==> src/rtl/instr_refill_ctrl_pkg.sv <==
// Shared types and constants for the instruction refill controller.
//   refill_state_t : controller FSM encoding
//   NOP_INSTR      : word returned to fetch when a memory refill times out
package instr_refill_pkg;

  typedef enum logic [2:0] {
    IDLE,
    LOOKUP,
    MEM_REQ,
    FILL,
    RESP
  } refill_state_t;

  localparam logic [31:0] NOP_INSTR = 32'h0000_0013;

endpackage

==> src/rtl/instr_refill_ctrl_if.sv <==
// Bus bundle between the refill controller, the fetch stage, the L2 lookup
// and the memory port. Signal suffixes are from the controller's point of view.
//   master : controller side (accepts fetch requests, drives L2 lookup/fill and memory request)
//   slave  : environment side (fetch stage, L2 array and memory)
//   cpu_*  : fetch request/response handshake
//   l2_*   : L2 lookup address, combinational hit/data, one-cycle fill strobe
//   mem_*  : req/ack memory port, data valid with ack
interface instr_refill_ctrl_if #(
  parameter int ADDR_WIDTH = 32,
  parameter int DATA_WIDTH = 32
);

  logic                  cpu_req_i;
  logic [ADDR_WIDTH-1:0] cpu_addr_i;
  logic                  cpu_ready_o;
  logic                  cpu_valid_o;
  logic [DATA_WIDTH-1:0] cpu_data_o;
  logic                  cpu_err_o;

  logic [ADDR_WIDTH-1:0] l2_addr_o;
  logic                  l2_hit_i;
  logic [DATA_WIDTH-1:0] l2_data_i;
  logic                  l2_fill_valid_o;
  logic [DATA_WIDTH-1:0] l2_fill_data_o;

  logic                  mem_req_o;
  logic [ADDR_WIDTH-1:0] mem_addr_o;
  logic                  mem_ack_i;
  logic [DATA_WIDTH-1:0] mem_data_i;

  modport master (
    input  cpu_req_i, cpu_addr_i,
    output cpu_ready_o, cpu_valid_o, cpu_data_o, cpu_err_o,
    output l2_addr_o,
    input  l2_hit_i, l2_data_i,
    output l2_fill_valid_o, l2_fill_data_o,
    output mem_req_o, mem_addr_o,
    input  mem_ack_i, mem_data_i
  );

  modport slave (
    output cpu_req_i, cpu_addr_i,
    input  cpu_ready_o, cpu_valid_o, cpu_data_o, cpu_err_o,
    input  l2_addr_o,
    output l2_hit_i, l2_data_i,
    input  l2_fill_valid_o, l2_fill_data_o,
    input  mem_req_o, mem_addr_o,
    output mem_ack_i, mem_data_i
  );

endinterface

==> src/rtl/instr_refill_ctrl_sat_counter.sv <==
// Saturating event counter: counts inc_i pulses, holds at all-ones.
//   clk   : clock, rising edge
//   rst   : synchronous active-high reset, clears the count
//   inc_i : increment request for this cycle
//   cnt_o : current count
module sat_counter #(
  parameter int WIDTH = 16
) (
  input  logic             clk,
  input  logic             rst,
  input  logic             inc_i,
  output logic [WIDTH-1:0] cnt_o
);

  logic [WIDTH-1:0] cnt_q;

  always_ff @(posedge clk) begin
    if (rst) begin
      cnt_q <= '0;
    end else if (inc_i && (cnt_q != '1)) begin
      cnt_q <= cnt_q + WIDTH'(1);
    end
  end

  assign cnt_o = cnt_q;

endmodule

==> src/rtl/instr_refill_ctrl.sv <==
// Instruction refill sequencer between fetch and the L2 instruction cache.
// Holds one fetch address, looks it up in L2, and on a miss fetches the word
// over the memory req/ack port, fills L2 for one cycle and returns the word.
// A memory request that is not acked within TIMEOUT_CYCLES returns NOP with
// an error flag. Hit and miss events feed saturating performance counters.
//   clk, rst    : clock and synchronous active-high reset
//   bus_if      : fetch / L2 / memory bundle (controller-side modport)
//   hit_cnt_o   : L2 hits since reset, saturating
//   miss_cnt_o  : L2 misses since reset, saturating
module instr_refill_ctrl
  import instr_refill_pkg::*;
#(
  parameter int ADDR_WIDTH     = 32,
  parameter int DATA_WIDTH     = 32,
  parameter int TIMEOUT_CYCLES = 64,
  parameter int CNT_WIDTH      = 16
) (
  input  logic                 clk,
  input  logic                 rst,
  instr_refill_ctrl_if.master  bus_if,
  output logic [CNT_WIDTH-1:0] hit_cnt_o,
  output logic [CNT_WIDTH-1:0] miss_cnt_o
);

  localparam int TW = $clog2(TIMEOUT_CYCLES);
  localparam logic [TW-1:0] TIMER_LAST = TW'(TIMEOUT_CYCLES - 1);

  refill_state_t         state_q;
  logic [ADDR_WIDTH-1:0] addr_q;
  logic [DATA_WIDTH-1:0] data_q;
  logic                  err_q;
  logic                  ready_q;
  logic                  valid_q;
  logic                  mem_req_q;
  logic                  fill_q;
  logic [TW-1:0]         timer_q;

  logic hit_inc;
  logic miss_inc;

  // All outputs are registered: each flag is set on the edge that enters the
  // state in which it must be visible, so it is high exactly for that state.
  always_ff @(posedge clk) begin
    if (rst) begin
      state_q   <= IDLE;
      addr_q    <= '0;
      data_q    <= '0;
      err_q     <= 1'b0;
      ready_q   <= 1'b1;
      valid_q   <= 1'b0;
      mem_req_q <= 1'b0;
      fill_q    <= 1'b0;
      timer_q   <= '0;
    end else begin
      valid_q <= 1'b0;
      fill_q  <= 1'b0;
      case (state_q)
        IDLE: begin
          if (bus_if.cpu_req_i) begin
            addr_q  <= bus_if.cpu_addr_i;
            err_q   <= 1'b0;
            ready_q <= 1'b0;
            state_q <= LOOKUP;
          end
        end
        LOOKUP: begin
          if (bus_if.l2_hit_i) begin
            data_q  <= bus_if.l2_data_i;
            valid_q <= 1'b1;
            state_q <= RESP;
          end else begin
            timer_q   <= '0;
            mem_req_q <= 1'b1;
            state_q   <= MEM_REQ;
          end
        end
        MEM_REQ: begin
          // Ack is checked first so it wins over a timeout in the same cycle.
          if (bus_if.mem_ack_i) begin
            data_q    <= bus_if.mem_data_i;
            mem_req_q <= 1'b0;
            fill_q    <= 1'b1;
            state_q   <= FILL;
          end else if (timer_q == TIMER_LAST) begin
            data_q    <= DATA_WIDTH'(NOP_INSTR);
            err_q     <= 1'b1;
            mem_req_q <= 1'b0;
            valid_q   <= 1'b1;
            state_q   <= RESP;
          end else begin
            timer_q <= timer_q + TW'(1);
          end
        end
        FILL: begin
          valid_q <= 1'b1;
          state_q <= RESP;
        end
        RESP: begin
          ready_q <= 1'b1;
          state_q <= IDLE;
        end
        default: begin
          ready_q   <= 1'b1;
          mem_req_q <= 1'b0;
          state_q   <= IDLE;
        end
      endcase
    end
  end

  assign hit_inc  = (state_q == LOOKUP) &&  bus_if.l2_hit_i;
  assign miss_inc = (state_q == LOOKUP) && !bus_if.l2_hit_i;

  sat_counter #(.WIDTH(CNT_WIDTH)) u_hit_cnt (
    .clk   (clk),
    .rst   (rst),
    .inc_i (hit_inc),
    .cnt_o (hit_cnt_o)
  );

  sat_counter #(.WIDTH(CNT_WIDTH)) u_miss_cnt (
    .clk   (clk),
    .rst   (rst),
    .inc_i (miss_inc),
    .cnt_o (miss_cnt_o)
  );

  assign bus_if.cpu_ready_o     = ready_q;
  assign bus_if.cpu_valid_o     = valid_q;
  assign bus_if.cpu_data_o      = data_q;
  assign bus_if.cpu_err_o       = err_q;
  assign bus_if.l2_addr_o       = addr_q;
  assign bus_if.l2_fill_valid_o = fill_q;
  assign bus_if.l2_fill_data_o  = data_q;
  assign bus_if.mem_req_o       = mem_req_q;
  assign bus_if.mem_addr_o      = addr_q;

endmodule

==> src/flat_wrapper.sv <==
// flat-port wrapper written by rule: the top's interface ports become plain ports
module instr_refill_ctrl_flat import instr_refill_pkg::*;
#(
  parameter int ADDR_WIDTH     = 32,
  parameter int DATA_WIDTH     = 32,
  parameter int TIMEOUT_CYCLES = 64,
  parameter int CNT_WIDTH      = 16
)
  (clk, rst, hit_cnt_o, miss_cnt_o, bus_if_cpu_req_i, bus_if_cpu_addr_i, bus_if_cpu_ready_o, bus_if_cpu_valid_o, bus_if_cpu_data_o, bus_if_cpu_err_o, bus_if_l2_addr_o, bus_if_l2_hit_i, bus_if_l2_data_i, bus_if_l2_fill_valid_o, bus_if_l2_fill_data_o, bus_if_mem_req_o, bus_if_mem_addr_o, bus_if_mem_ack_i, bus_if_mem_data_i);
  instr_refill_ctrl_if #(.ADDR_WIDTH(ADDR_WIDTH), .DATA_WIDTH(DATA_WIDTH)) bus_if_i ();
  input  logic clk;
  input  logic rst;
  output logic [CNT_WIDTH-1:0] hit_cnt_o;
  output logic [CNT_WIDTH-1:0] miss_cnt_o;
  input wire logic [$bits(bus_if_i.cpu_req_i)-1:0] bus_if_cpu_req_i;
  input wire logic [$bits(bus_if_i.cpu_addr_i)-1:0] bus_if_cpu_addr_i;
  output wire logic [$bits(bus_if_i.cpu_ready_o)-1:0] bus_if_cpu_ready_o;
  output wire logic [$bits(bus_if_i.cpu_valid_o)-1:0] bus_if_cpu_valid_o;
  output wire logic [$bits(bus_if_i.cpu_data_o)-1:0] bus_if_cpu_data_o;
  output wire logic [$bits(bus_if_i.cpu_err_o)-1:0] bus_if_cpu_err_o;
  output wire logic [$bits(bus_if_i.l2_addr_o)-1:0] bus_if_l2_addr_o;
  input wire logic [$bits(bus_if_i.l2_hit_i)-1:0] bus_if_l2_hit_i;
  input wire logic [$bits(bus_if_i.l2_data_i)-1:0] bus_if_l2_data_i;
  output wire logic [$bits(bus_if_i.l2_fill_valid_o)-1:0] bus_if_l2_fill_valid_o;
  output wire logic [$bits(bus_if_i.l2_fill_data_o)-1:0] bus_if_l2_fill_data_o;
  output wire logic [$bits(bus_if_i.mem_req_o)-1:0] bus_if_mem_req_o;
  output wire logic [$bits(bus_if_i.mem_addr_o)-1:0] bus_if_mem_addr_o;
  input wire logic [$bits(bus_if_i.mem_ack_i)-1:0] bus_if_mem_ack_i;
  input wire logic [$bits(bus_if_i.mem_data_i)-1:0] bus_if_mem_data_i;
  assign bus_if_i.cpu_req_i = bus_if_cpu_req_i;
  assign bus_if_i.cpu_addr_i = bus_if_cpu_addr_i;
  assign bus_if_cpu_ready_o = bus_if_i.cpu_ready_o;
  assign bus_if_cpu_valid_o = bus_if_i.cpu_valid_o;
  assign bus_if_cpu_data_o = bus_if_i.cpu_data_o;
  assign bus_if_cpu_err_o = bus_if_i.cpu_err_o;
  assign bus_if_l2_addr_o = bus_if_i.l2_addr_o;
  assign bus_if_i.l2_hit_i = bus_if_l2_hit_i;
  assign bus_if_i.l2_data_i = bus_if_l2_data_i;
  assign bus_if_l2_fill_valid_o = bus_if_i.l2_fill_valid_o;
  assign bus_if_l2_fill_data_o = bus_if_i.l2_fill_data_o;
  assign bus_if_mem_req_o = bus_if_i.mem_req_o;
  assign bus_if_mem_addr_o = bus_if_i.mem_addr_o;
  assign bus_if_i.mem_ack_i = bus_if_mem_ack_i;
  assign bus_if_i.mem_data_i = bus_if_mem_data_i;
  instr_refill_ctrl #(.ADDR_WIDTH(ADDR_WIDTH), .DATA_WIDTH(DATA_WIDTH), .TIMEOUT_CYCLES(TIMEOUT_CYCLES), .CNT_WIDTH(CNT_WIDTH)) u_core (.clk(clk), .rst(rst), .bus_if(bus_if_i), .hit_cnt_o(hit_cnt_o), .miss_cnt_o(miss_cnt_o));
endmodule
==> config.mk <==
export PLATFORM = sky130hd
export DESIGN_NAME = instr_refill_ctrl_flat
export DESIGN_NICKNAME = d
export VERILOG_FILES = /design/src/rtl/instr_refill_ctrl_pkg.sv /design/src/rtl/instr_refill_ctrl_if.sv /design/src/rtl/instr_refill_ctrl_sat_counter.sv /design/src/rtl/instr_refill_ctrl.sv /design/src/flat_wrapper.sv
export SDC_FILE = /design/constraint.sdc
export NUM_CORES = 1
export LEC_CHECK = 0
export CAP_MARGIN = 5
export CORE_MARGIN = 2
export CORE_UTILIZATION = 40
export DETAILED_ROUTE_END_ITERATION = 6
export PLACE_DENSITY = 0.82
export SLEW_MARGIN = 20
export SYNTH_ARGS = -nofsm -noshare
export SYNTH_HDL_FRONTEND = slang
export SYNTH_SLANG_ARGS = --single-unit
==> constraint.sdc <==
create_clock -name clk -period 2.1 [get_ports clk]
set_input_delay 0.21 -clock clk [delete_from_list [all_inputs] [get_ports clk]]
set_output_delay 0.21 -clock clk [all_outputs]
set_load 0.005 [all_outputs]
# ---- Word-level counts from Yosys, hierarchy flattened
# Cells that the tools add are included.
dict set report word_totals {
  inputBits 101
  elab_cells 76
  ff_bits 110
}
dict set report classes {
  n_mux 27
  reduce_logical 18
  n_eq_ne 14
  bitwise_logic 3
  n_addsub 3
}
# cell count
set ops {}
lappend ops {{$mux 32} 3}
lappend ops {{$pmux 32 s2} 1}
lappend ops {{$add 16x1->16 const B} 2}
lappend ops {{$ne 16x16->1 const B} 2}
lappend ops {{$mux 6} 3}
lappend ops {{$mux 3} 4}
lappend ops {{$pmux 3 s4} 1}
lappend ops {{$pmux 6 s2} 1}
lappend ops {{$mux 1} 10}
lappend ops {{$ne 2x2->1 const B} 5}
lappend ops {{$reduce_and 4->1} 2}
lappend ops {{$add 6x1->6 const B} 1}
lappend ops {{$eq 3x2->1 const B} 2}
lappend ops {{$eq 6x6->1 const B} 1}
lappend ops {{$pmux 1 s3} 2}
lappend ops {{$reduce_and 2->1} 3}
lappend ops {{$reduce_and 3->1} 2}
lappend ops {{$reduce_or 3->1} 2}
lappend ops {{$logic_and 1x1->1} 4}
lappend ops {{$pmux 1 s2} 2}
lappend ops {{$reduce_bool 2->1} 2}
lappend ops {{$eq 3x1->1 const B} 1}
lappend ops {{$eq 3x3->1 const B} 1}
lappend ops {{$logic_not 3->1} 1}
lappend ops {{other kinds (5)} 7}

# ---- Longest topological paths before layout
dict set report depth {
  word_depth 4
  ltp_mapped 8
  mapped_depth_nobuf 6
}

# ---- By module
# A second synthesis with hierarchy kept.
dict set report unflattened {
  hier_cells 666
  hier_area_um2 5627.9
}
# module area_each_um2 seq_area_each_um2 n_inst cells_per_inst
set modules_own_cells {}
lappend modules_own_cells {instr_refill_ctrl 3931.3 1561.5 1 468}
lappend modules_own_cells {sat_counter 848.3 320.3 2 99}

# ---- Least setup slack after synthesis
# OpenSTA, ideal clock, no wires.
dict set report synth_path {
  path_type {register -> register}
  startpoint {register u_core.timer_q[0]}
  endpoint {register u_core.data_q[0] (netlist: u_core.bus_if.cpu_data_o[0])}
  n_path_buf 2
  t_required_ns 1.968
  path_stages_with_launch 9
  setup_time_ns 0.132
  synth_period_minus_slack_ns 1.883
  t_arrival_ns 1.751
  path_slack_ns 0.217
  path_cell_list {dfxtp_1 ha_1 and4_1 a21oi_1 nand2b_1 buf_2 clkbuf_1 a2bb2oi_1 a21oi_1}
}
dict set report synth_via {
  elab_chain_len 3
}
# item line_no
set synth_rtl {}
lappend synth_rtl {{start, declared} instr_refill_ctrl.sv:36} ;# logic [TW-1:0] timer_q;
lappend synth_rtl {{start signal, assigned} instr_refill_ctrl.sv:91} ;# timer_q <= timer_q + TW'(1);
lappend synth_rtl {{$eq 6x6->1} instr_refill_ctrl.sv:84} ;# end else if (timer_q == TIMER_LAST) begin
lappend synth_rtl {{$ne 3x2->1 (no line)} -}
lappend synth_rtl {{$reduce_and 3->1 (no line)} -}
lappend synth_rtl {{end signal, assigned} instr_refill_ctrl.sv:68} ;# data_q <= bus_if.l2_data_i;
lappend synth_rtl {{end signal, assigned} instr_refill_ctrl.sv:80} ;# data_q <= bus_if.mem_data_i;
lappend synth_rtl {{end signal, assigned} instr_refill_ctrl.sv:85} ;# data_q <= DATA_WIDTH'(NOP_INSTR);
lappend synth_rtl {{end, declared} instr_refill_ctrl.sv:30} ;# logic [DATA_WIDTH-1:0] data_q;
# Every way passes these cells.
# A chain may end at the register's enable or synchronous reset.

# ---- Worst setup path after layout
dict set report layout_path {
  startpoint {register u_core.timer_q[0]}
  endpoint {register u_core.data_q[27] (netlist: u_core.bus_if.cpu_data_o[27])}
}
# Same word-level chain as after synthesis.

==> impl_metrics.json <==
{
  "status": "complete, no violations",
  "layout_commonest_cell": "clkdlybuf4s50_1",
  "maxCapViolations": 0,
  "finalHoldViolations": 0,
  "ctsHoldBuffers": 0,
  "required_ns": 2.35,
  "vias": 5162,
  "nFillCells": 1097,
  "hold_slack_ns": 0.391,
  "critPathKind": "reg -> reg",
  "ios": 266,
  "startpoint": "u_core.timer_q[0]",
  "synth_fp_nets": 750,
  "hp-class": "in -> reg",
  "worstPathArrival_ns": 2.15,
  "synthesis.area_um2": 5150,
  "core_um2": 12600,
  "slew_violations": 0,
  "yosysUniqueCellTypes": 49,
  "fmax_ghz": 0.526,
  "dieArea_um2": 13800,
  "startpoint_type": "flop",
  "vdd.ir_drop.worst_mv": 0.336,
  "vias_per_cell": 5.01,
  "dp_hpwl_mm": 11.5,
  "ys_ff_latch": 110,
  "relSlewSlack": 0.590,
  "yosys.area_share.adder": 0.00729,
  "synth_xor_area_frac": 0.0374,
  "cp-end-kind": "flop",
  "cts_buffer_depth": 2,
  "die_height_um": 117,
  "syn_avg_cell_area_um2": 7.97,
  "crit_path_max_fanout": 12,
  "num_rows": 41,
  "yosys_warnings": 0,
  "finalWeightedCongestion": 0.879,
  "initial_utilization": 0.410,
  "synth.yosys.seq_area_share": 0.428,
  "synth_area_leaders": "dfxtp_1 (43%), buf_4 (9.5%), a21oi_1 (7.8%), nor2_1 (7.5%), nand2_1 (6.0%)",
  "clock_skew_ns": 0.00576,
  "synth_mux_area_frac": 0.00194,
  "drt_iter0_drc": 374,
  "yosys.area_share.simple": 0.288,
  "drive_gt1_frac": 0.0723,
  "cts_max_level": 3,
  "insertion_delay_ns": 0.34,
  "route.detailed.drc": 0,
  "hold_start": "rst",
  "async_reset_ff_frac": 0,
  "dominantRegCellSynth": "dfxtp_1",
  "synth_top_area_frac": 0.428,
  "cts.sinks": 110,
  "ant_nets": 0,
  "grt_max_degree": 56,
  "pre_cts_ws_ns": -0.0318,
  "final_util": 0.634,
  "dr.pass1.iters": 5,
  "syn-instance-count": 646,
  "wirelength_mm": 15.7,
  "grt_pass1_vias": 4815,
  "postCtsSetupBuffers": 0,
  "antenna_found_initial": 2,
  "power.density_nw_per_um2": 615,
  "p_leak_nw": 2.85,
  "finalSetupViolCount": 0,
  "grt_pass1_wl_mm": 24.6,
  "synth_compound_area_frac": 0.112,
  "post-route-min-period_ns": 1.90,
  "rsz0062_at_grt": "false",
  "tightest_slew_ns": 0.615,
  "layout.nets": 956,
  "syn2layout_area_growth_pct": 54.8,
  "io_buffers": 265,
  "track_usage": 0.218,
  "finalCritPeriodShare": 0.906,
  "worst_slack_ns": 0.198,
  "die_x_um": 117,
  "path_clk_slew_ns": 0.07,
  "cts_buffers": 9,
  "cts_root_buf": "clkbuf_16",
  "wl_per_cell_um": 15.2,
  "synth_edf_count": 0,
  "synth_top_family_by_area": "simple AND/OR/NAND/NOR gates",
  "cts_tree": "built",
  "layout_common_cells": "clkdlybuf4s50_1 (264), dfxtp_1 (110), nor2_1 (103), nand2_1 (82), a21oi_1 (79)",
  "grt_overflow": 0,
  "yosys.area.top_type": "dfxtp_1",
  "r2r-start": "u_core.timer_q[0]"
}
[cell usage after synthesis, types with 3 or more instances]
cell and instances:
dfxtp_1 110, nand4_1 16, a2bb2oi_1 3, xnor2_1 19, nor2b_1 3, nand3_1 16
xor2_1 3, buf_2 7, a21oi_1 80, nor4_1 33, nor3_1 15, or3_1 4
nor2_1 103, clkbuf_1 28, nand3b_1 3, buf_4 65, nand2_1 82, o21ai_0 12
ha_1 3
[final cells by class]
| type | instances | area [um^2] | share of cell area |
|---|---|---|---|
| Multi-Input combinational cell | 433 | 2320 | 0.291 |
| Sequential cell | 110 | 2200 | 0.276 |
| Clock buffer | 11 | 243 | 0.0305 |
| Inverter | 1 | 3.75 | 0.000471 |
| Clock inverter | 5 | 58.8 | 0.00738 |
| Antenna cell | 1 | 2.50 | 0.000314 |
| Timing Repair Buffer | 297 | 2930 | 0.367 |
| Tap cell | 172 | 215 | 0.0270 |
[power breakdown]
group / leakage, nW / switching [mW] / total, mW / internal, mW
Combinational: 1.82 / 0.339 / 0.916 / 0.577
Sequential: 0.896 / 0.0823 / 2.27 / 2.19
Clock: 0.142 / 0.759 / 1.72 / 0.958
Total: 2.85 / 1.18 / 4.90 / 3.72
[registers in the layout (all words and copies together) (netlist names)]
name                           flops
u_core.bus_if.cpu_ready_o          1
u_core.bus_if.l2_addr_o           32
u_core.u_hit_cnt.cnt_o            16
u_core.bus_if.cpu_data_o          32
u_core.bus_if.l2_fill_valid_o      1
u_core.timer_q                     6
u_core.u_miss_cnt.cnt_o           16
u_core.state_q                     3
u_core.bus_if.cpu_valid_o          1
u_core.bus_if.cpu_err_o            1
u_core.bus_if.mem_req_o            1
[through the flow]
step | instances | area (um^2) | power (mW) | TNS [ns]
2_1_floorplan | 646 | 5150 | 2.69 | 0
3_3_place_gp | 1013 | 7660 | 3.22 | -0.0921
3_5_place_dp | 1013 | 7660 | 3.23 | -0.112
4_1_cts | 1029 | 7960 | 4.96 | 0
5_1_grt | 1030 | 7970 | 5.10 | 0
6_report | 1030 | 7970 | 4.90 | 0
[timing repair]
item / 4_1_cts / 5_1_grt
gates resized for setup: 0 / 1
endpoints found under the setup margin: 0 / 5
endpoints found under the hold margin: 0 / 0
[routing by layer]
| layer | track usage | part of all wire |
|---|---|---|
| met5 | 0 | 0.00083 |
| met4 | 0.0949 | 0.030 |
| met3 | 0.0460 | 0.057 |
| met2 | 0.379 | 0.50 |
| met1 | 0.259 | 0.41 |
[final timing paths]
check                                       to  slack (ns)  depth (start not counted)
setup / recovery  u_core.bus_if.cpu_data_o[27]        0.20                          7
hold / removal     u_core.bus_if.cpu_data_o[4]        0.39                          2
setup reg to reg  u_core.bus_if.cpu_data_o[27]        0.20                          7
hold reg to reg    u_core.bus_if.l2_addr_o[17]        0.47                          2
[critical path, stage by stage, from the launching register on]
cell	delay, ns
dfxtp_1	0.33
ha_1	0.25
and4_1	0.27
a21oi_2	0.21
nand2b_1	0.20
buf_4	0.21
a21oi_1	0.05
nor4_1	0.27
[logic make-up after synthesis]
kind of cell | count (synthesis)
AOI/OAI and AO/OA | 107
xor gates and xnor gates | 22
adders and majority gates | 3
buffers and inverters | 103
DFF | 110
muxes | 1
and+or+nand+nor | 300
Power figures use the tool's default switching activity.
